[src/rtl/sync_fifo_pkg.sv]
// Shared constants and elaboration helpers for the parametrised synchronous FIFO.
// Defaults reproduce the original 8x16 FIFO.
package sync_fifo_pkg;

  localparam int DEF_DATA_W = 8;
  localparam int DEF_DEPTH  = 16;

  // Ceiling log2, usable in parameter and localparam expressions.
  function automatic int clog2(input int value);
    int result;
    result = 0;
    for (int i = 0; i < 31; i++) begin
      if ((1 << i) < value) begin
        result = i + 1;
      end
    end
    return result;
  endfunction

endpackage

[src/rtl/sync_fifo_gen_if.sv]
// Producer/consumer bundle for sync_fifo_gen.
// The FIFO takes the slave side; the block that feeds and drains it takes the master side.
interface sync_fifo_if
  import sync_fifo_pkg::*;
#(
  parameter int DATA_W = DEF_DATA_W,
  parameter int DEPTH  = DEF_DEPTH
);
  localparam int ADDR_W = clog2(DEPTH);

  logic              wr_en;
  logic [DATA_W-1:0] data_in;
  logic              rd_en;
  logic [DATA_W-1:0] data_out;
  logic              rd_valid;
  logic              empty;
  logic              full;
  logic              almost_empty;
  logic              almost_full;
  logic [ADDR_W:0]   level;
  logic              overflow;
  logic              underflow;

  modport master (
    output wr_en, data_in, rd_en,
    input  data_out, rd_valid, empty, full, almost_empty, almost_full,
           level, overflow, underflow
  );

  modport slave (
    input  wr_en, data_in, rd_en,
    output data_out, rd_valid, empty, full, almost_empty, almost_full,
           level, overflow, underflow
  );

endinterface

[src/rtl/sync_fifo_gen_dpram.sv]
// FIFO storage: DEPTH x DATA_W array, synchronous write, asynchronous read.
// Contents are never reset; the top decides which words are meaningful.
module fifo_dpram
  import sync_fifo_pkg::*;
#(
  parameter int DATA_W = DEF_DATA_W,
  parameter int DEPTH  = DEF_DEPTH,
  localparam int ADDR_W = clog2(DEPTH)
) (
  input  logic              clk,
  input  logic              we_i,
  input  logic [ADDR_W-1:0] waddr_i,
  input  logic [DATA_W-1:0] wdata_i,
  input  logic [ADDR_W-1:0] raddr_i,
  output logic [DATA_W-1:0] rdata_o
);

  logic [DATA_W-1:0] mem_q [DEPTH];

  always_ff @(posedge clk) begin
    if (we_i) begin
      mem_q[waddr_i] <= wdata_i;
    end
  end

  assign rdata_o = mem_q[raddr_i];

endmodule

[src/rtl/sync_fifo_gen.sv]
// Parametrised single-clock FIFO: pointers, occupancy counter, registered flags,
// error pulses, and either a registered or a show-ahead read path.
module sync_fifo_gen
  import sync_fifo_pkg::*;
#(
  parameter int DATA_W     = DEF_DATA_W,
  parameter int DEPTH      = DEF_DEPTH,
  parameter int AF_LEVEL   = DEPTH - 2,
  parameter int AE_LEVEL   = 2,
  parameter bit SHOW_AHEAD = 1'b0
) (
  input logic        clk,
  input logic        rst,
  sync_fifo_if.slave bus
);

  localparam int ADDR_W = clog2(DEPTH);
  localparam int LVL_W  = ADDR_W + 1;

  localparam logic [LVL_W-1:0]  LVL_FULL = LVL_W'(DEPTH);
  localparam logic [LVL_W-1:0]  LVL_AF   = LVL_W'(AF_LEVEL);
  localparam logic [LVL_W-1:0]  LVL_AE   = LVL_W'(AE_LEVEL);
  localparam logic [LVL_W-1:0]  LVL_ONE  = LVL_W'(1);
  localparam logic [ADDR_W-1:0] PTR_ONE  = ADDR_W'(1);

  logic [ADDR_W-1:0] wr_ptr_q, wr_ptr_d;
  logic [ADDR_W-1:0] rd_ptr_q, rd_ptr_d;
  logic [LVL_W-1:0]  level_q, level_d;
  logic              empty_q, empty_d;
  logic              full_q, full_d;
  logic              ae_q, ae_d;
  logic              af_q, af_d;
  logic              ovf_q, ovf_d;
  logic              unf_q, unf_d;
  logic              wr_acc, rd_acc;
  logic [DATA_W-1:0] mem_rdata;

  // Acceptance looks only at the registered flags, so a simultaneous read
  // never frees a slot for a write in the same cycle (and vice versa).
  always_comb begin
    wr_acc   = bus.wr_en & ~full_q;
    rd_acc   = bus.rd_en & ~empty_q;
    wr_ptr_d = wr_ptr_q;
    rd_ptr_d = rd_ptr_q;
    level_d  = level_q;

    if (wr_acc) begin
      wr_ptr_d = wr_ptr_q + PTR_ONE;
    end
    if (rd_acc) begin
      rd_ptr_d = rd_ptr_q + PTR_ONE;
    end

    case ({wr_acc, rd_acc})
      2'b10:   level_d = level_q + LVL_ONE;
      2'b01:   level_d = level_q - LVL_ONE;
      default: level_d = level_q;
    endcase

    empty_d = (level_d == '0);
    full_d  = (level_d == LVL_FULL);
    ae_d    = (level_d <= LVL_AE);
    af_d    = (level_d >= LVL_AF);
    ovf_d   = bus.wr_en & full_q;
    unf_d   = bus.rd_en & empty_q;
  end

  always_ff @(posedge clk or posedge rst) begin
    if (rst) begin
      wr_ptr_q <= '0;
      rd_ptr_q <= '0;
      level_q  <= '0;
      empty_q  <= 1'b1;
      full_q   <= 1'b0;
      ae_q     <= 1'b1;
      af_q     <= 1'b0;
      ovf_q    <= 1'b0;
      unf_q    <= 1'b0;
    end else begin
      wr_ptr_q <= wr_ptr_d;
      rd_ptr_q <= rd_ptr_d;
      level_q  <= level_d;
      empty_q  <= empty_d;
      full_q   <= full_d;
      ae_q     <= ae_d;
      af_q     <= af_d;
      ovf_q    <= ovf_d;
      unf_q    <= unf_d;
    end
  end

  fifo_dpram #(
    .DATA_W (DATA_W),
    .DEPTH  (DEPTH)
  ) u_mem (
    .clk     (clk),
    .we_i    (wr_acc),
    .waddr_i (wr_ptr_q),
    .wdata_i (bus.data_in),
    .raddr_i (rd_ptr_q),
    .rdata_o (mem_rdata)
  );

  if (SHOW_AHEAD == 1'b0) begin : g_reg_read
    logic [DATA_W-1:0] dout_q;
    logic              rv_q;

    always_ff @(posedge clk or posedge rst) begin
      if (rst) begin
        dout_q <= '0;
        rv_q   <= 1'b0;
      end else begin
        rv_q <= rd_acc;
        if (rd_acc) begin
          dout_q <= mem_rdata;
        end
      end
    end

    assign bus.data_out = dout_q;
    assign bus.rd_valid = rv_q;
  end else begin : g_show_ahead
    // Masking while empty keeps stale memory words off the bus after reset.
    assign bus.data_out = empty_q ? '0 : mem_rdata;
    assign bus.rd_valid = ~empty_q;
  end

  assign bus.empty        = empty_q;
  assign bus.full         = full_q;
  assign bus.almost_empty = ae_q;
  assign bus.almost_full  = af_q;
  assign bus.level        = level_q;
  assign bus.overflow     = ovf_q;
  assign bus.underflow    = unf_q;

endmodule
[src/flat_wrapper.sv]
// flat-port wrapper written by rule: the top's interface ports become plain ports
module sync_fifo_gen_flat import sync_fifo_pkg::*;
#(
  parameter int DATA_W     = DEF_DATA_W,
  parameter int DEPTH      = DEF_DEPTH,
  parameter int AF_LEVEL   = DEPTH - 2,
  parameter int AE_LEVEL   = 2,
  parameter bit SHOW_AHEAD = 1'b0
)
  (clk, rst, bus_wr_en, bus_data_in, bus_rd_en, bus_data_out, bus_rd_valid, bus_empty, bus_full, bus_almost_empty, bus_almost_full, bus_level, bus_overflow, bus_underflow);
  sync_fifo_if #(.DATA_W(DATA_W), .DEPTH(DEPTH)) bus_i ();
  input logic clk;
  input logic rst;
  input wire logic [$bits(bus_i.wr_en)-1:0] bus_wr_en;
  input wire logic [$bits(bus_i.data_in)-1:0] bus_data_in;
  input wire logic [$bits(bus_i.rd_en)-1:0] bus_rd_en;
  output wire logic [$bits(bus_i.data_out)-1:0] bus_data_out;
  output wire logic [$bits(bus_i.rd_valid)-1:0] bus_rd_valid;
  output wire logic [$bits(bus_i.empty)-1:0] bus_empty;
  output wire logic [$bits(bus_i.full)-1:0] bus_full;
  output wire logic [$bits(bus_i.almost_empty)-1:0] bus_almost_empty;
  output wire logic [$bits(bus_i.almost_full)-1:0] bus_almost_full;
  output wire logic [$bits(bus_i.level)-1:0] bus_level;
  output wire logic [$bits(bus_i.overflow)-1:0] bus_overflow;
  output wire logic [$bits(bus_i.underflow)-1:0] bus_underflow;
  assign bus_i.wr_en = bus_wr_en;
  assign bus_i.data_in = bus_data_in;
  assign bus_i.rd_en = bus_rd_en;
  assign bus_data_out = bus_i.data_out;
  assign bus_rd_valid = bus_i.rd_valid;
  assign bus_empty = bus_i.empty;
  assign bus_full = bus_i.full;
  assign bus_almost_empty = bus_i.almost_empty;
  assign bus_almost_full = bus_i.almost_full;
  assign bus_level = bus_i.level;
  assign bus_overflow = bus_i.overflow;
  assign bus_underflow = bus_i.underflow;
  sync_fifo_gen #(.DATA_W(DATA_W), .DEPTH(DEPTH), .AF_LEVEL(AF_LEVEL), .AE_LEVEL(AE_LEVEL), .SHOW_AHEAD(SHOW_AHEAD)) u_core (.clk(clk), .rst(rst), .bus(bus_i));
endmodule
[config.mk]
export PLATFORM = sky130hd
export DESIGN_NAME = sync_fifo_gen_flat
export DESIGN_NICKNAME = d
export VERILOG_FILES = /design/src/rtl/sync_fifo_pkg.sv /design/src/rtl/sync_fifo_gen_if.sv /design/src/rtl/sync_fifo_gen_dpram.sv /design/src/rtl/sync_fifo_gen.sv /design/src/flat_wrapper.sv
export SDC_FILE = /design/constraint.sdc
export NUM_CORES = 1
export LEC_CHECK = 0
export ABC_AREA = 1
export BUFFER_PORTS_ARGS = -buffer_cell sky130_fd_sc_hd__buf_2
export CAP_MARGIN = 20
export CORE_MARGIN = 5
export CORE_UTILIZATION = 45
export CTS_BUF_LIST = sky130_fd_sc_hd__clkbuf_2
export DETAILED_ROUTE_END_ITERATION = 8
export RECOVER_POWER = 100
export SKIP_LAST_GASP = 1
export SYNTH_ARGS = -nofsm -noshare
export SYNTH_HDL_FRONTEND = slang
export SYNTH_SLANG_ARGS = --single-unit
export TNS_END_PERCENT = 50
[constraint.sdc]
create_clock -name clk -period 2.7 [get_ports clk]
set_clock_uncertainty 0.2 [all_clocks]
set_input_delay 0.405 -clock clk [delete_from_list [all_inputs] [get_ports clk]]
set_output_delay 0.405 -clock clk [all_outputs]
set_load 0.01 [all_outputs]
==> results of run 1 <==
through the flow:
stage	utilization	instances	hold slack, ps
2_1_floorplan	-	549	269
3_3_place_gp	0.496	760	267
3_5_place_dp	0.496	760	267
4_1_cts	0.523	803	102
5_1_grt	0.515	803	138
6_report	0.515	803	142
synth_stat cells:
cell,instances,area [um2]
buf_2,13,65.1
dfrtp_1,26,651
ha_1,8,100
o21ai_0,67,335
edfxtp_1,128,3840
buf_1,2,7.51
nor2_1,87,327
nand4_1,3,18.8
nand2_4,1,11.3
o21ai_1,1,5.00
dfstp_2,2,52.6
nand2_2,5,31.3
xor2_1,7,61.3
clkbuf_2,1,5.00
inv_1,21,78.8
o22ai_1,32,200
nor2_8,1,20.0
or2_2,1,6.26
clkbuf_1,9,33.8
o21bai_1,1,7.51
nand3_1,33,165
nor2_2,1,6.26
a21oi_2,1,8.76
nand3_2,4,40.0
clkinv_1,2,7.51
a21oi_1,2,10.0
nand3b_1,1,7.51
nand2_1,84,315
inv_2,5,18.8
cells by family (layout without fill, tap and decap cells):
kind of cell / count (synthesis) / count (layout)
simple gates: 221 / 221
flops: 156 / 156
compound gates: 104 / 104
buf+inv: 53 / 127
fa+ha+maj: 8 / 8
xor+xnor: 7 / 7
worst min path at each step:
stage / endpoint / slack (ps) / cells after the start
after floorplan: u_core.bus.almost_full / 270 / 1
after global placement: u_core.bus.overflow / 270 / 2
after detailed placement: u_core.bus.data_out[1] / 270 / 2
after CTS: u_core.bus.data_out[0] / 100 / 3
after global routing: u_core.bus.data_out[2] / 140 / 3
final: u_core.bus.data_out[2] / 140 / 3
layout by cell type, fill, tap and decap left out, types with 2 or more instances in the layout:
master         instances
edfxtp_1             128
nor2_1                87
nand2_1               86
o21ai_0               67
clkbuf_1              44
nand3_1               35
o22ai_1               32
dfrtp_1               25
inv_1                 22
clkbuf_2              20
dlygate4sd3_1         11
ha_1                   8
xor2_1                 7
buf_4                  7
clkinv_1               5
inv_2                  4
bufinv_16              4
a21oi_1                3
nand4_1                3
nand2_2                3
buf_2                  3
nand3_2                2
clkinv_4               2
clkinv_2               2
clkinvlp_4             2
timing repair:
item / CTS / global route
setup buffers: 0 / 0
hold endpoints to repair: 163 / 0
hold buffers: 11 / 0
worst max-delay path, delay by kind of cell (launching register included):
| kind | cells | cell delay (ps) |
|---|---|---|
| and+or+nand+nor | 3 | 570 |
| DFF | 1 | 430 |
| buffers and inverters | 3 | 760 |
power by group through the flow:
stage	sequential (W)	combinational, W	clock [W]
floorplan	0.00327	0.00196	0
global placement	0.00327	0.00287	0
detailed placement	0.00328	0.00292	0
CTS	0.00323	0.00294	0.00143
global route	0.00327	0.00319	0.00152
finish	0.00323	0.00283	0.00139
area by class of cell:
| class | instances | area (um2) |
|---|---|---|
| clock buffer | 19 | 95.1 |
| clock inverter | 13 | 174 |
| fill | 1282 | 6760 |
| inverter | 28 | 105 |
| multi-input combinational | 340 | 1660 |
| sequential | 156 | 4550 |
| tap | 180 | 225 |
| timing repair buffer | 67 | 368 |
registers in the layout, summed over array words and instances, names as in the netlist:
name / cells
u_core.u_mem.mem_q: 128
u_core.bus.data_out: 8
u_core.bus.level: 5
u_core.rd_ptr_q: 4
u_core.wr_ptr_q: 4
u_core.bus.almost_empty: 1
u_core.bus.almost_full: 1
u_core.bus.empty: 1
u_core.bus.full: 1
u_core.bus.overflow: 1
u_core.bus.rd_valid: 1
u_core.bus.underflow: 1
layer usage:
metal / GRT usage / vias up
met1: 0.254 / 2063
met3: 0.0429 / 21
met4: 0.0568 / 0
met5: 0 / -
li1: - / 2050
met2: 0.290 / 82
==> summary.txt, run 1 <==
Logic synthesis
  • Syn_nets: approximately 570
  • #FFs+latches synth: about 160
  • Cell area after synthesis: around 6400 um2
  • Mux cell area share after synthesis: 0
  • Synth Warn #: 0
  • Synthesized area per cell: approximately 12 um2
  • Largest family of logic cells by synthesized area: simple AND/OR/NAND/NOR gates
  • Synth Area in Compound Gates: 0.0880
  • Synth unique cells: 29
  • Sequential fraction of the synthesis area: 0.706
  • Post-Synth XOR/XNOR Area: 0.00952
  • Simple-gate area share of the yosys netlist: 0.147
  • Adder-cell share of the synthesized area: 0.0155
  • Syn Inst Count: approximately 550

Clocking
  • Total CTS buffers: 17
  • H-tree levels: 4
  • Max Root-Sink Buffers: 2
  • # resized after CTS: 0
  • Worst-path clk slew: roughly 220 ps
  • Total clock sinks: approximately 160
  • CTS tree: yes
  • CTS root buf: clkbuf_2
  • Skew-Pair Late Insertion Delay: a little over 700 ps

Power and ir drop
  • Sequential power share: 0.434
  • Psw: between 0.002 and 0.003 W
  • Worst VDD drop: about 0.44 mV
  • Logic pwr share: 0.379
  • Internal Power: 0.00450 W
  • Switching Share: 0.396
  • Total power: 0.00745 W
  • Lkg Pwr: about 2.6 nW
  • Clock power frac: 0.187
  • Pwr Density: around 1000 nW/um2

Critical path
  • Critical-path top delay cell: clkbuf_1
  • R2r worst-path depth: 6
  • Setup Crit Path Kind: flop to flop
  • Critical path launch point: u_core.bus.full
  • Critical Path AT: 2470 ps
  • R2r setup slk: just under 400 ps
  • Slowest stage delay, CP: 460 ps
  • CP cell instances: inv_1, nand2_1, inv_1, nand2_1, nor2_1, clkbuf_1
  • CP Max Fanout: 8
  • Worst Path Required: 2870 ps
  • Setup crit end kind: flop
  • Reg-to-reg startpoint: u_core.bus.full
  • Setup crit end: u_core.u_mem.mem_q[15][0]
  • Critical Path Source Type: flop
  • FF-to-FF End: u_core.u_mem.mem_q[15][0]

Cells and area
  • Design area: ~7200 um2
  • Final net count: 630
  • Area grow syn2layout: 11.4%
  • Share of cells above drive strength 1: 0.0899
  • Inserted Diodes: 0

Timing
  • Actual slew at the worst max-slew pin: roughly 890 ps
  • Final TNS setup: 0 ps
  • Final Hold Fails: 0
  • Crit path time final: 2300 ps
  • RSZ-0062 raised after global routing: false
  • Final Setup Violations: 0
  • Slew Limit Headroom: 0.409
  • Final worst-path cycle share: 0.854
  • Setup WS post-layout: 395 ps
  • Slew Viols, Final: 0
  • Max Freq: around 0.43 GHz

Detailed routing
  • Initial drt markers: roughly 370
  • Final WL: 14600 um
  • WL/cell: around 18 um
  • WL met3: 551 um
  • Drt drc: 0
  • Total vias in the final route: roughly 4.2k
  • Via density: around 5.3
  • DR top layer: met4
  • WL met2: roughly 6900 um
  • Wl on met1: about 6900 um
  • Antenna Nets Post-Route: 0
  • First-pass DRT Iterations: 5

Floorplan
  • Die Ht: roughly 130 um
  • Cell row count: 43
  • Die width: ~130 um
  • Core ar.: 13900 um2
  • Total die area: approximately 17000 um2
  • Top-Level Pins: 32
  • Initial Util: 0.462

Global route
  • Number of antenna violations at the first check in global routing: 0
  • Vias in the first global route: 4138
  • First-pass GRT wire length: around 23000 um
  • Total GRT Usage: 0.183
  • Largest net degree at the start of global routing: 38
  • Grt total ovfl: 0

Place
  • Dpl ws: about 380 ps
  • RD Place Congestion: approximately 0.80
  • Placed Area: ~7000 um2
  • Final HPWL DP: between 9000 and 10000 um
  • IO buf count: 31

Status
  • Outcome: completed

Run
  • Max-cap viol count: 0

Worst hold path
  • Hold Path Class: input port to async pin
No activity file was read; power rests on OpenSTA's default activity.
==> run 2, diff against run 1 <==
--- a/config.mk
+++ b/config.mk
@@ -14,3 +14,3 @@
 export DETAILED_ROUTE_END_ITERATION = 8
-export RECOVER_POWER = 100
+export RECOVER_POWER = 50
 export SKIP_LAST_GASP = 1
--- a/constraint.sdc
+++ b/constraint.sdc
@@ -4,2 +4,2 @@
 set_output_delay 0.405 -clock clk [all_outputs]
-set_load 0.01 [all_outputs]
+set_load 0.02 [all_outputs]
==> run 2 against run 1 <==
Compared with the run above: critical endpoint is now u_core.bus.almost_full; first-iteration DRC count decreased by 13%; highest routed layer unchanged; count of clock-buffer cells in the layout unchanged; core utilization rose by 0.72 points; largest cell class unchanged; sequential cell count did not move; critical path type unchanged.
==> summary.txt, run 2 (synthesized netlist as in run 1, its figures left out) <==
Status
  • Outcome: completed

Floorplan
  • Die width: 130 um
  • Die Ht: ~130 um
  • Initial Util: 0.462
  • Core ar.: roughly 14000 um2
  • Cell row count: 43
  • Total die area: approximately 17000 um2
  • Top-Level Pins: 32

Power and ir drop
  • Clock power frac: 0.182
  • Lkg Pwr: approximately 2.8 nW
  • Internal Power: ~0.0046 W
  • Switching Share: 0.401
  • Logic pwr share: 0.395
  • Pwr Density: 1050 nW/um2
  • Worst VDD drop: roughly 0.45 mV
  • Psw: about 0.0031 W
  • Sequential power share: 0.423

Clocking
  • CTS tree: yes
  • Worst-path clk slew: about 220 ps
  • CTS root buf: clkbuf_2
  • Total CTS buffers: 17
  • Setup Fix Bufs, Post-CTS: 0
  • Skew-Pair Late Insertion Delay: a little over 700 ps
  • # resized after CTS: 0
  • Max Root-Sink Buffers: 2
  • H-tree levels: 4
  • Post-CTS Hold Fix Bufs: 11
  • Total clock sinks: 156

Timing
  • Slew Viols, Final: 0
  • Final Setup Violations: 0
  • Setup WS post-layout: 389 ps
  • Hold WS: around 150 ps
  • RSZ-0062 raised after global routing: false
  • Slew Limit Headroom: 0.448
  • Actual slew at the worst max-slew pin: ~830 ps
  • Final TNS setup: 0 ps
  • Final worst-path cycle share: 0.856
  • Max Freq: roughly 0.43 GHz
  • Crit path time final: 2310 ps
  • Final Hold Fails: 0

Place
  • IO buf count: 31
  • Final HPWL DP: about 9600 um
  • RD Place Congestion: 0.801
  • Dpl ws: between 300 and 400 ps
  • Dpl cells: 760

Global route
  • First-pass GRT wire length: between 20000 and 25000 um
  • Largest net degree at the start of global routing: 38
  • Vias in the first global route: 4138
  • Number of antenna violations at the first check in global routing: 0
  • Met2 usage: 0.290
  • Met1 usage: 0.254
  • Met3 Use GR: 0.0429
  • Layer with the highest usage: met2
  • Total GRT Usage: 0.183
  • Grt total ovfl: 0

Cells and area
  • Final net count: 630
  • Max reg flops: about 130
  • Most flops, register: u_core.u_mem.mem_q
  • Post-layout util: 0.522
  • Share of cells above drive strength 1: 0.154
  • Finished Layout Cells: approximately 800
  • Most common cell after layout, fill and taps aside: edfxtp_1
  • Area grow syn2layout: 12.9%
  • Inserted Diodes: 0
  • Most frequent cells in the layout: 128 x edfxtp_1, 87 x nor2_1, 85 x nand2_1, 67 x o21ai_0, 33 x nand3_1

Critical path
  • R2r worst-path depth: 13
  • Critical-path top delay cell: dfstp_1
  • Reg-to-reg startpoint: u_core.bus.empty
  • Worst Path Required: 3110 ps
  • Critical Path Source Type: flop
  • Setup crit end kind: flop
  • Critical Path AT: approximately 2700 ps
  • CP cell instances: nor2_8, nand2_4, inv_2, ha_1, inv_1, o21bai_1, inv_1, nand2_1, nand2_1, nand2_1, nand2_1, nand2_1, nand2_1
  • FF-to-FF End: u_core.bus.almost_full
  • CP Max Fanout: 17
  • Critical path's most frequent cell: nand2_1
  • R2r setup slk: a little under 400 ps
  • Setup Crit Path Kind: flop to flop
  • Slowest stage delay, CP: approximately 710 ps

Detailed routing
  • Antenna Nets Post-Route: 0
  • WL/cell: about 18 um
  • Via density: 5.24
  • First-pass DRT Iterations: 4
  • Total vias in the final route: 4210
  • Drt drc: 0
  • Initial drt markers: between 300 and 400
  • Final WL: 14500 um

Worst hold path
  • Hold Path Class: input port to async pin

Run
  • Max-cap viol count: 0
-- run 2: cell types whose count changed in the layout (fill, tap and decap cells not counted), sizes merged --
cell / previous run / this run
clkbuf: 64 / 28
buf: 11 / 47
-- run 2: worst max path at each step --
stage	endpoint	startpoint
floorplan	u_core.bus.almost_full	u_core.bus.empty
global placement	u_core.bus.empty	bus_rd_en
detailed placement	u_core.bus.almost_full	bus_rd_en
CTS	bus_empty	u_core.bus.empty
global route	u_core.bus.almost_full	u_core.bus.empty
finish	u_core.bus.almost_full	u_core.bus.empty
-- run 2: cell type report --
type | count | area, um2
clock buffer | 19 | 95.1
clock inverter | 13 | 174
fill | 1248 | 6660
inverter | 28 | 105
multi-input combinational | 340 | 1670
sequential | 156 | 4550
tap | 180 | 225
timing repair buffer | 67 | 452
-- run 2: per-layer routing --
layer	wire length, um	vias up	part of all wire
met1	6690	2039	0.46
met3	697	19	0.048
met5	0	-	0
met2	6910	99	0.48
li1	-	2053	-
met4	216	0	0.015
-- run 2: power groups by stage --
| stage | Clock (W) | Combinational [W] | Sequential, W |
|---|---|---|---|
| 2_1_floorplan | 0 | 0.00196 | 0.00336 |
| 3_3_place_gp | 0 | 0.00297 | 0.00327 |
| 3_5_place_dp | 0 | 0.00302 | 0.00328 |
| 4_1_cts | 0.00143 | 0.00303 | 0.00323 |
| 5_1_grt | 0.00152 | 0.00338 | 0.00327 |
| 6_report | 0.00139 | 0.00301 | 0.00323 |
-- run 2: stage by stage --
step                power [W]  area (um2)
finish                0.00763        7270
global route          0.00817        7270
CTS                   0.00769        7290
detailed placement    0.00630        6910
global placement      0.00624        6910
floorplan             0.00532        6440
-- run 2: critical path, delay by kind of cell (launching register included) --
family	cells	cell delay, ps
AND/OR/NAND/NOR	8	640
AO/OA/AOI/OAI	1	140
adder cells (fa/ha/maj)	1	330
flip-flops	1	710
buffers and inverters	3	190
==> run 3, diff against run 2 <==
ABC_AREA = default   (was 1)
==> run 3 against run 2 <==
Compared with the run above: synthesized area is 3.3% lower; final area is 1.7% lower; total power shrank 3.4%; critical path type unchanged; largest power group unchanged; highest routed layer unchanged.
==> summary.txt, run 3 <==
Status
  • Outcome: completed

Cells and area
  • Share of cells above drive strength 1: 0.324
  • Finished Layout Cells: approximately 600
  • Final net count: 415
  • Most common cell after layout, fill and taps aside: edfxtp_1
  • Inserted Diodes: 0
  • Max reg flops: 128
  • Footprint of the multi-input gates: 1580 um2
  • Most frequent cells in the layout: 128 x edfxtp_1, 32 x mux4_2, 25 x dfrtp_1, 23 x buf_2, 21 x buf_4
  • Most flops, register: u_core.u_mem.mem_q
  • Final-layout fill cell count: between 1k and 1.5k
  • FF+latch area: around 4500 um2
  • Area grow syn2layout: 14.8%

Critical path
  • Critical Path Source Type: flop
  • Critical path launch point: u_core.bus.empty
  • Worst Path Required: between 3000 and 4000 ps
  • Reg-to-reg startpoint: u_core.bus.empty
  • CP Max Fanout: 5
  • Setup crit end kind: flop
  • Critical Path AT: 3070 ps
  • Setup Crit Path Kind: flop to flop

Clocking
  • Skew-Pair Late Insertion Delay: 720 ps
  • H-tree levels: 4
  • CTS tree: yes
  • Max Root-Sink Buffers: 2
  • Total CTS buffers: 17
  • Total clock sinks: approximately 160
  • Worst-path clk slew: ~240 ps
  • Setup Fix Bufs, Post-CTS: 0
  • CTS root buf: clkbuf_2

Floorplan
  • Initial Util: 0.454
  • Total die area: between 15000 and 20000 um2
  • Cell row count: 43
  • Die width: 128 um
  • Top-Level Pins: 32
  • Die Ht: about 130 um
  • Core ar.: around 14000 um2

Timing
  • Setup WS post-layout: between 60 and 70 ps
  • Final worst-path cycle share: 0.975
  • Actual slew at the worst max-slew pin: around 930 ps
  • Crit path time final: ~2600 ps
  • RSZ-0062 raised after global routing: true
  • Final Setup Violations: 0
  • Final Hold Fails: 0
  • Max Freq: about 0.38 GHz
  • Slew Viols, Final: 0
  • Slew Limit Headroom: 0.382

Global route
  • First-pass GRT wire length: around 19000 um
  • Grt total ovfl: 0
  • Vias in the first global route: 3230
  • Largest net degree at the start of global routing: 36
  • Total GRT Usage: 0.157
  • Number of antenna violations at the first check in global routing: 0

Logic synthesis
  • Cell with the most instances after synthesis: edfxtp_1
  • Synthesized area per cell: between 15 and 20 um2
  • Syn Inst Count: about 330
  • Share of the synthesized area in the top cell type: 0.617
  • Top cells by area, synth: edfxtp_1 62%, mux4_2 12%, dfrtp_1 10%, mux2_2 1.6%, ha_1 1.6%
  • Synth top cells by count: 128 x edfxtp_1, 32 x mux4_2, 26 x dfrtp_1
  • Cell area after synthesis: between 6000 and 7000 um2
  • #FFs+latches synth: between 150 and 200
  • Async SR Flop Fraction: 0.179
  • Synth unique cells: 43
  • Dominant cell type by area after synthesis: edfxtp_1
  • Sequential fraction of the synthesis area: 0.730
  • Synth Warn #: 0
  • Main synth FF type: edfxtp_1
  • Post-synth EDFFs: 128
  • Syn_nets: 345

Place
  • RD Place Congestion: 0.803
  • Dpl cells: about 540
  • IO buf count: 31
  • Final HPWL DP: ~7500 um
  • Dpl ws: 87.6 ps

Power and ir drop
  • Worst VDD drop: approximately 0.38 mV
  • Pwr Density: around 1000 nW/um2
  • Lkg Pwr: 2.52 nW

Detailed routing
  • WL/cell: 20.1 um
  • Drt drc: 0
  • First-pass DRT Iterations: 4
  • Initial drt markers: ~260
  • Via density: 5.45
  • Final WL: between 10000 and 15000 um
  • Total vias in the final route: 3207
  • Antenna Nets Post-Route: 0

Run
  • Max-cap viol count: 0

Worst hold path
  • Hold Startpoint: bus_wr_en
  • Hold Path Class: input port to flop
run 3: worst max-delay path, stage by stage (launching register included):
cell	delay (ps)
dfstp_2	580
nand2b_1	150
clkinv_1	100
nand2_1	140
xnor2_1	80
ha_1	210
a21o_1	200
nand3_1	80
nor3b_1	220
xor2_1	420
a31o_1	200
run 3: layer usage:
layer	part of all wire	wire (um)	GRT usage	vias to the layer above
li1	-	-	-	1440
met4	0.021	251	0.0680	0
met1	0.43	5100	0.207	1671
met2	0.50	5920	0.249	77
met3	0.044	523	0.0418	19
met5	0	0	0	-
run 3: cells by family (layout without fill, tap and decap cells):
family,after synthesis,after routing,share of synthesized area
fa+ha+maj,8,8,0.0161
mux,49,49,0.145
simple gates,55,55,0.0446
flops,156,156,0.730
buf+inv,25,108,0.0179
compound gates,22,22,0.0322
xor+xnor,10,10,0.0141
run 3: repair_timing:
action	4_1_cts	5_1_grt
setup endpoints to repair	0	4
gates resized for setup	0	2
hold buffers	12	0
endpoints found under the hold margin	164	0
run 3: stage by stage:
stage	cell area (um2)	setup TNS, ps	utilization	total power (W)	hold WS (ps)
floorplan	6240	0	-	0.00519	269
global placement	6740	0	0.491	0.00593	210
detailed placement	6740	0	0.491	0.00598	227
CTS	7150	0	0.521	0.00747	131
global route	7150	-190	0.521	0.00781	103
finish	7150	0	0.521	0.00737	223
run 3: final cells by class:
class | instances | share of cell area
Clock buffer | 18 | 0.0126
Timing Repair Buffer | 68 | 0.0660
Sequential cell | 156 | 0.636
Tap cell | 180 | 0.0315
Clock inverter | 14 | 0.0280
Multi-Input combinational cell | 144 | 0.222
Inverter | 8 | 0.00420
run 3: path summary, 6_finish.rpt:
| check | to | slack, ps | cells after the start |
|---|---|---|---|
| worst max-delay path | u_core.bus.almost_full | 70 | 10 |
| worst min-delay path | u_core.bus.overflow | 220 | 3 |
| worst max register to register | u_core.bus.almost_full | 70 | 10 |
| worst min register to register | u_core.bus.underflow | 320 | 1 |
| max in group asynchronous | u_core.rd_ptr_q[0] | 500 | 5 |
| min in group asynchronous | u_core.bus.underflow | 520 | 4 |
run 3: where the power goes:
group	switching [W]	internal [W]	leakage, nW
Sequential	0.000253	0.00302	1.49
Clock	0.000775	0.000692	0.173
Combinational	0.00140	0.00123	0.851
